**src/rtl/mem_lsu_pkg.sv**
```systemverilog
// mem_lsu_pkg: shared size encodings, FSM state type and size helper for
// the load/store unit.
package mem_lsu_pkg;

  localparam logic [1:0] SZ_B = 2'd0;
  localparam logic [1:0] SZ_H = 2'd1;
  localparam logic [1:0] SZ_W = 2'd2;
  localparam logic [1:0] SZ_D = 2'd3;

  typedef enum logic [2:0] {
    IDLE = 3'd0,
    RD   = 3'd1,
    CAP  = 3'd2,
    WR   = 3'd3,
    RESP = 3'd4,
    ERR  = 3'd5
  } state_e;

  // Number of bytes touched by an access of the given size (1/2/4/8).
  function automatic logic [3:0] size_bytes(input logic [1:0] sz);
    return 4'd1 << sz;
  endfunction

endpackage

```
**src/rtl/lsu_bytelane.sv**
```systemverilog
// lsu_bytelane: combinational byte-lane steering for the LSU.
//   - load path: keep the low 2^size bytes of the RAM word, sign/zero extend
//   - store path: overlay the low 2^size bytes of wdata onto the RAM word
module lsu_bytelane
  import mem_lsu_pkg::*;
(
  input  logic [63:0] mem_rdata_i,
  input  logic [63:0] wdata_i,
  input  logic [1:0]  size_i,
  input  logic        signed_i,
  output logic [63:0] ld_data_o,
  output logic [63:0] st_data_o
);

  logic [7:0] keep;
  logic [8:0] keep9;
  logic       sbit;
  logic [7:0] fill;

  // Byte-keep mask (low 2^size lanes) and the top bit of the loaded field.
  always_comb begin
    keep9 = (9'd1 << size_bytes(size_i)) - 9'd1;
    keep  = keep9[7:0];
    sbit  = 1'b0;
    case (size_i)
      SZ_B:    sbit = mem_rdata_i[7];
      SZ_H:    sbit = mem_rdata_i[15];
      SZ_W:    sbit = mem_rdata_i[31];
      default: sbit = 1'b0; // dword fills every lane, no extension
    endcase
    fill = {8{signed_i & sbit}};
  end

  for (genvar b = 0; b < 8; b++) begin : g_lane
    assign ld_data_o[8*b +: 8] = keep[b] ? mem_rdata_i[8*b +: 8] : fill;
    assign st_data_o[8*b +: 8] = keep[b] ? wdata_i[8*b +: 8] : mem_rdata_i[8*b +: 8];
  end

endmodule

```
**src/rtl/mem_lsu.sv**
```systemverilog
// mem_lsu: single-outstanding load/store initiator for a 64-bit,
// byte-addressed RAM with registered read data. Sub-dword stores are
// turned into read-modify-write since the RAM only writes whole words.
// Optional build macro MEM_LSU_ALIGN_CHECK_EN: misaligned accesses fault.
module mem_lsu
  import mem_lsu_pkg::*;
#(
  parameter int unsigned MEM_BYTES = 1024
) (
  input  logic        clk,
  input  logic        rst,
  input  logic        req_valid,
  output logic        req_ready,
  input  logic        req_we,
  input  logic [1:0]  req_size,
  input  logic        req_signed,
  input  logic [63:0] req_addr,
  input  logic [63:0] req_wdata,
  output logic        resp_valid,
  output logic        resp_err,
  output logic [63:0] resp_rdata,
  output logic        mem_we,
  output logic [63:0] mem_addr,
  output logic [63:0] mem_wdata,
  input  logic [63:0] mem_rdata
);

  // Highest start address: the RAM always touches addr..addr+7.
  localparam logic [63:0] MAX_ADDR = 64'(MEM_BYTES - 8);

  state_e      state_q, state_d;
  logic [1:0]  size_q, size_d;
  logic        sgn_q, sgn_d;
  logic        we_q, we_d;
  logic [63:0] wdata_q, wdata_d;
  logic [63:0] maddr_q, maddr_d;
  logic [63:0] mwdata_q, mwdata_d;
  logic [63:0] rdata_q, rdata_d;

  logic [63:0] ld_data;
  logic [63:0] st_data;
  logic        fault;

  lsu_bytelane u_bytelane (
    .mem_rdata_i (mem_rdata),
    .wdata_i     (wdata_q),
    .size_i      (size_q),
    .signed_i    (sgn_q),
    .ld_data_o   (ld_data),
    .st_data_o   (st_data)
  );

`ifdef MEM_LSU_ALIGN_CHECK_EN
  logic [3:0] nbytes;
  logic       misal;

  // Fault on out-of-range start address or on an address not aligned to 2^size.
  always_comb begin
    nbytes = size_bytes(req_size);
    misal  = |(req_addr[2:0] & (nbytes[2:0] - 3'd1));
    fault  = (req_addr > MAX_ADDR) | misal;
  end
`else
  // Fault only on out-of-range start address; any alignment is legal.
  always_comb begin
    fault = (req_addr > MAX_ADDR);
  end
`endif

  // State and datapath registers; reset aborts any transaction in flight.
  always_ff @(posedge clk or posedge rst) begin
    if (rst) begin
      state_q  <= IDLE;
      size_q   <= SZ_B;
      sgn_q    <= 1'b0;
      we_q     <= 1'b0;
      wdata_q  <= '0;
      maddr_q  <= '0;
      mwdata_q <= '0;
      rdata_q  <= '0;
    end else begin
      state_q  <= state_d;
      size_q   <= size_d;
      sgn_q    <= sgn_d;
      we_q     <= we_d;
      wdata_q  <= wdata_d;
      maddr_q  <= maddr_d;
      mwdata_q <= mwdata_d;
      rdata_q  <= rdata_d;
    end
  end

  // Next-state and datapath updates. mem_addr only moves on a good accept,
  // so a faulting address never reaches the RAM and IDLE reads stay harmless.
  always_comb begin
    state_d  = state_q;
    size_d   = size_q;
    sgn_d    = sgn_q;
    we_d     = we_q;
    wdata_d  = wdata_q;
    maddr_d  = maddr_q;
    mwdata_d = mwdata_q;
    rdata_d  = rdata_q;
    case (state_q)
      IDLE: begin
        if (req_valid) begin
          size_d  = req_size;
          sgn_d   = req_signed;
          we_d    = req_we;
          wdata_d = req_wdata;
          rdata_d = '0;
          if (fault) begin
            state_d = ERR;
          end else begin
            maddr_d = req_addr;
            if (req_we && req_size == SZ_D) begin
              // Full-word store needs no read of the old contents.
              mwdata_d = req_wdata;
              state_d  = WR;
            end else begin
              state_d = RD;
            end
          end
        end
      end
      RD:   state_d = CAP;
      CAP: begin
        if (we_q) begin
          mwdata_d = st_data;
          state_d  = WR;
        end else begin
          rdata_d = ld_data;
          state_d = RESP;
        end
      end
      WR:      state_d = RESP;
      RESP:    state_d = IDLE;
      ERR:     state_d = IDLE;
      default: state_d = IDLE;
    endcase
  end

  // Outputs decode straight from state so mem_we drops the instant reset hits.
  assign req_ready  = (state_q == IDLE);
  assign resp_valid = (state_q == RESP) || (state_q == ERR);
  assign resp_err   = (state_q == ERR);
  assign mem_we     = (state_q == WR);
  assign mem_addr   = maddr_q;
  assign mem_wdata  = mwdata_q;
  assign resp_rdata = rdata_q;

endmodule

```
**config.mk**
```make
export PLATFORM = sky130hd
export DESIGN_NAME = mem_lsu
export DESIGN_NICKNAME = d
export VERILOG_FILES = /design/src/rtl/mem_lsu_pkg.sv /design/src/rtl/lsu_bytelane.sv /design/src/rtl/mem_lsu.sv
export SDC_FILE = /design/constraint.sdc
export NUM_CORES = 1
export LEC_CHECK = 0
export BUFFER_PORTS_ARGS = -buffer_cell sky130_fd_sc_hd__clkbuf_2
export CORE_MARGIN = 2
export CORE_UTILIZATION = 45
export CTS_CLUSTER_DIAMETER = 120
export DETAILED_ROUTE_END_ITERATION = 10
export HOLD_SLACK_MARGIN = 0.08
export PLACE_DENSITY = 0.81
export SKIP_CTS_REPAIR_TIMING = 1
export SYNTH_ARGS = -nofsm -noshare
export SYNTH_HDL_FRONTEND = slang
export SYNTH_HIERARCHICAL = 1
export SYNTH_SLANG_ARGS = --single-unit
```
**constraint.sdc**
```tcl
create_clock -name clk -period 8.9 [get_ports clk]
set_clock_uncertainty 0.05 [all_clocks]
set_input_delay 0.445 -clock clk [delete_from_list [all_inputs] [get_ports clk]]
set_output_delay 0.445 -clock clk [all_outputs]
set_load 0.05 [all_outputs]
```
# ---- After elaboration in Yosys (flattened, before gate mapping)
# Cells that the tools add are included.
dict set report totals {
  register_bits 263
  input_bits 199
  out_inout_bits 196
  word_cells 66
}
dict set report op_classes {
  addsub 1
  order_cmp 1
  n_eq_ne 13
  shift 2
  mux 30
  bitwise_logic 2
  reduce_logical 9
}
# op n
set ops {}
lappend ops {{2-to-1 mux 64 bit} 6}
lappend ops {{case mux 64 bit (2 select lines)} 2}
lappend ops {{2-to-1 mux 8 bit} 16}
lappend ops {{greater-than comparator 64 x 10 -> 1 bit (second input constant)} 1}
lappend ops {{case mux 3 bit (4 select lines)} 1}
lappend ops {{2-to-1 mux 3 bit} 3}
lappend ops {{inequality test 2 bit (second input constant)} 4}
lappend ops {{<< shifter 1 x 4 -> 8 bit (first input constant)} 1}
lappend ops {{subtractor 8 x 1 -> 8 bit (second input constant)} 1}
lappend ops {{== test 3 x 2 -> 1 bit (second input constant)} 2}
lappend ops {{== test 3 bit (second input constant)} 2}
lappend ops {{AND reduction 3 bit} 2}
lappend ops {{AND reduction 5 bit} 1}
lappend ops {{== test 2 bit (second input constant)} 2}
lappend ops {{<< shifter 1 x 2 -> 4 bit (first input constant)} 1}
lappend ops {{== test 3 x 1 -> 1 bit (second input constant)} 1}
lappend ops {{logical NOT 3 bit} 1}
lappend ops {{case mux 1 bit (3 select lines)} 1}
lappend ops {{== test 2 x 1 -> 1 bit (second input constant)} 1}
lappend ops {{logical NOT 2 bit} 1}
lappend ops {{2-to-1 mux 2 bit} 1}
lappend ops {{inequality test 2 x 1 -> 1 bit (second input constant)} 1}
lappend ops {{AND reduction 2 bit} 1}
lappend ops {{nonzero test 2 bit} 1}
lappend ops {{4 further kinds} 4}

# ---- Logic depth before layout (Yosys ltp)
dict set report logic_depth {
  ltp_word 6
  ltp_mapped 10
  mapped_depth_nobuf 7
}

# ---- Hierarchy
# Netlist, hierarchy kept.
# module n_inst cells_per_inst area_each_um2 seq_area_each_um2
set by_module_without_submodules {}
lappend by_module_without_submodules {mem_lsu 1 1050 10820.4 6581.3}
lappend by_module_without_submodules {lsu_bytelane 1 211 1605.3 0.0}

# ---- Least setup slack after synthesis
# OpenSTA, ideal clock, no wires.
dict set report synth_path {
  path_type {input to register}
  from {input port req_addr[62]}
  to {register maddr_q[0] (netlist: mem_addr[0])}
  setup_ps 125
  t_arrival_ps 2164
  slack_ps 6561
  path_stages 7
  cell_sequence {or4_1 > nor3_1 > nand3_1 > or3_1 > buf_6 > buf_6 > mux2_4}
}
dict set report synth_between {
  elab_chain_cells 3
}
# element line
set synth_rtl {}
lappend synth_rtl {{start, declared} mem_lsu.sv:17} ;# input logic [63:0] req_addr,
lappend synth_rtl {{greater-than comparator 64 x 10 -> 1 bit} mem_lsu.sv:66} ;# fault = (req_addr > MAX_ADDR);
lappend synth_rtl {{inverter 1 bit (no source line)} --}
lappend synth_rtl {{AND reduction 3 bit (no source line)} --}
lappend synth_rtl {{end signal, assigned} mem_lsu.sv:87} ;# maddr_q <= maddr_d;
lappend synth_rtl {{end, declared} mem_lsu.sv:36} ;# logic [63:0] maddr_q, maddr_d;
# No other way between the ends.
# A chain may end at the register's enable or synchronous reset.

# ---- Worst setup path after layout
dict set report layout_path {
  from {register state_q[0]}
  to {register mwdata_q[0] (netlist: mem_wdata[0])}
}
dict set report layout_between {
  elab_chain_cells 3
  word_cells_on_any_way 9
  cone_classes {eq/ne: 5; mux: 1; reduce/logical: 3}
}
# element line
set layout_rtl {}
lappend layout_rtl {{start, declared} mem_lsu.sv:31} ;# state_e state_q, state_d;
lappend layout_rtl {{start signal, assigned} mem_lsu.sv:82} ;# state_q <= state_d;
lappend layout_rtl {{== test 3 x 2 -> 1 bit / logical NOT 3 bit (equally long branches)} mem_lsu.sv:104} ;# case (state_q)
lappend layout_rtl {{inequality test 2 bit (no source line) (tied with other cells)} --}
lappend layout_rtl {{AND reduction 5 bit (no source line)} --}
lappend layout_rtl {{end signal, assigned} mem_lsu.sv:88} ;# mwdata_q <= mwdata_d;
lappend layout_rtl {{end, declared} mem_lsu.sv:37} ;# logic [63:0] mwdata_q, mwdata_d;
# Parallel ways exist; a longest one is shown, timed or not.

==> reports/qor.txt <==
run status: complete, no violations
CP Data Required Time: 9.31 ns
initial DRC count: 1,050
Root Buffer: clkbuf_16
Avg Inst Size Synth: 9.85 µm²
Max Root-Sink Buffers: 3
Final Util: 58.1%
Crit. End Element: flip-flop
CP Class: flip-flop to flip-flop
# Max-Cap Violations: 0
number of port buffers: 394
via count: 11,228
Rows: 60
worst min path class: primary input to flip-flop
post-synthesis instance total: 1,261
layout cells sized above 1: 32.8%
GRT met2 Usage: 42.9%
fmax: 0.285 GHz
WL/cell: 19.8 µm
# IOs: 395
antenna-violating nets left: 0
Most used DFF post-synth: dfrtp_1
vias in the first global route: 10,804
first-pass GRT wire length: 59.5 mm
most common cell after layout, fill and taps aside: clkbuf_2
asr flop ratio synth: 100%
die area: 29,000 µm²
grt peak-use layer: met2
Largest stage delay, worst path: 1.02 ns
worst endpoint data arrival time: 3.92 ns
#FFs+latches synth: 263
TritonCTS clock tree: yes
Total Neg Setup Slack: 0 ns
GRT overflow: 0
Critical Path Source Type: flip-flop
Mapped Nets: 1,461
Worst slew margin: 26.8%
# setup viols final: 0
CORE AREA: 27,000 µm²
commonest non-fill, non-tap cells in the layout: clkbuf_2, nand2_1, dfrtp_1
initial antenna violation count: 3
NumNets Final: 1,803
final worst-path cycle share: 39.4%
gr usage total: 26.0%
M1 GR Usage: 32.8%
Initial Util: 46.0%
peak supply drop: 0.172 mV
largest net degree at the start of global routing: 105
Area Growth Syn to Fin: 26.5%
CTS Sinks: 263
Post-Syn Area: 12,400 µm²
hpwl dp: 25.5 mm
die width: 170 µm
Num CTS Buffers: 28
final hold vios: 0
min Tclk post-route: 3.51 ns
Netlist cell types: 43
highest-delay cell along the critical path: or4b_4
critical-path cell list: or4b_4 -> o21bai_4 -> and3_2 -> buf_4 -> a211oi_1 -> a31oi_1
GR Util met3: 6.51%
RSZ-0062 raised after global routing: false
YS warnings: 6
CP bufs+invs: 1
Hold WS: 0.0619 ns
P per Cell Area: 341 nW/µm²
final WL: 38.9 mm
Least-Margin Pin Slew: 1.10 ns
vias per cell: 5.71
sequential area share after synthesis: 53.0%
htree depth: 1
CP max FO: 90
DRT Pass-1 Iters: 6
DRC: 0
GP Congestion: 0.914
EDFF count, synth: 0
Die H: 170 µm
critical path's top delay family: simple AND/OR/NAND/NOR gates
Pleak: 7.53 nW
Final Max Tran Viols: 0
clock latency on the worst-skew pair: 0.54 ns
Clk pin slew, worst setup/hold paths: 0.06 ns
## where the power goes
part	total, mW	switching (mW)	internal, mW
clock network	1.21	0.481	0.727
logic	2.32	1.63	0.694
registers	1.83	0.283	1.54
## registers in the layout, indices dropped and copies added (netlist names)
register    flops
mem_addr       64
mem_wdata      64
resp_rdata     64
sgn_q           1
size_q          2
state_q         3
wdata_q        64
we_q            1
## cell usage after synthesis, drive strengths merged (3+ instances only)
library cell / number / area (µm²)
nand2: 335 / 1260
dfrtp: 263 / 6580
clkbuf: 87 / 327
mux2: 67 / 777
o21ai: 66 / 330
a211oi: 65 / 488
mux2i: 65 / 651
a31oi: 64 / 400
and2: 55 / 344
buf: 42 / 259
nand3: 35 / 175
o211ai: 32 / 240
nor4: 12 / 75.1
nand2b: 11 / 68.8
a21o: 8 / 60.1
o221ai: 8 / 70.1
o2bb2ai: 8 / 70.1
nor3: 5 / 25.0
inv: 4 / 17.5
nor2: 4 / 17.5
and4: 3 / 26.3
nor2b: 3 / 18.8
## metrics by stage
step                      area, µm²  instances  setup WS (ns)  power, mW
final                         15700       1967           5.39       5.35
after detailed placement      14500       1884           5.39       4.13
after floorplan               12400       1261           1.16       3.54
after global routing          15700       1967           5.18       5.63
after global placement        14500       1884           5.54       4.07
after CTS                     15400       1935           5.37       5.35
## path summary, 6_finish.rpt
check / depth (start not counted) / to / start / slack (ns)
setup / recovery: 6 / mem_wdata[0]$_DFFE_PP0P_ / state_q[0]$_DFFE_PP0P_ / 5.39
hold / removal: 3 / resp_rdata[6]$_DFFE_PP0P_ / mem_rdata[6] / 0.06
setup reg to reg: 6 / mem_wdata[0]$_DFFE_PP0P_ / state_q[0]$_DFFE_PP0P_ / 5.39
hold reg to reg: 2 / wdata_q[61]$_DFFE_PP0P_ / wdata_q[61]$_DFFE_PP0P_ / 0.42
max in group asynchronous: 4 / resp_rdata[34]$_DFFE_PP0P_ / rst / 6.74
min in group asynchronous: 3 / mem_addr[63]$_DFFE_PP0P_ / rst / 0.53
## worst reg2reg max path: cells and delay by family (launching register included)
family	cells	cell delay, ns
DFF	1	0.53
AOI/OAI and AO/OA	3	0.72
and+or+nand+nor	2	1.58
buffers and inverters	1	0.55
## metal layers
metal	vias to the layer above	wire, µm
met5	-	10
met4	2	1570
met3	114	3580
met2	624	18700
met1	5416	15000
li1	5072	-
## cells by family after synthesis
kind of cell	Yosys count	share of synthesized area [%]
DFF	263	53.0
AOI/OAI and AO/OA	254	13.5
and+or+nand+nor	478	17.1
adders and majority gates	1	0.101
muxes	132	11.5
buffers and inverters	133	4.85
## final cells by class
class                      instances  area [µm²]
fill                            2261       11300
multi-input combinational        865        5330
antenna                            2        5.00
inverter                           4        25.0
timing repair buffer             441        2400
clock inverter                     6         113
sequential                       263        6580
tap                              341         427
clock buffer                      45         836
Note: power is estimated with default switching activity, not from simulation.
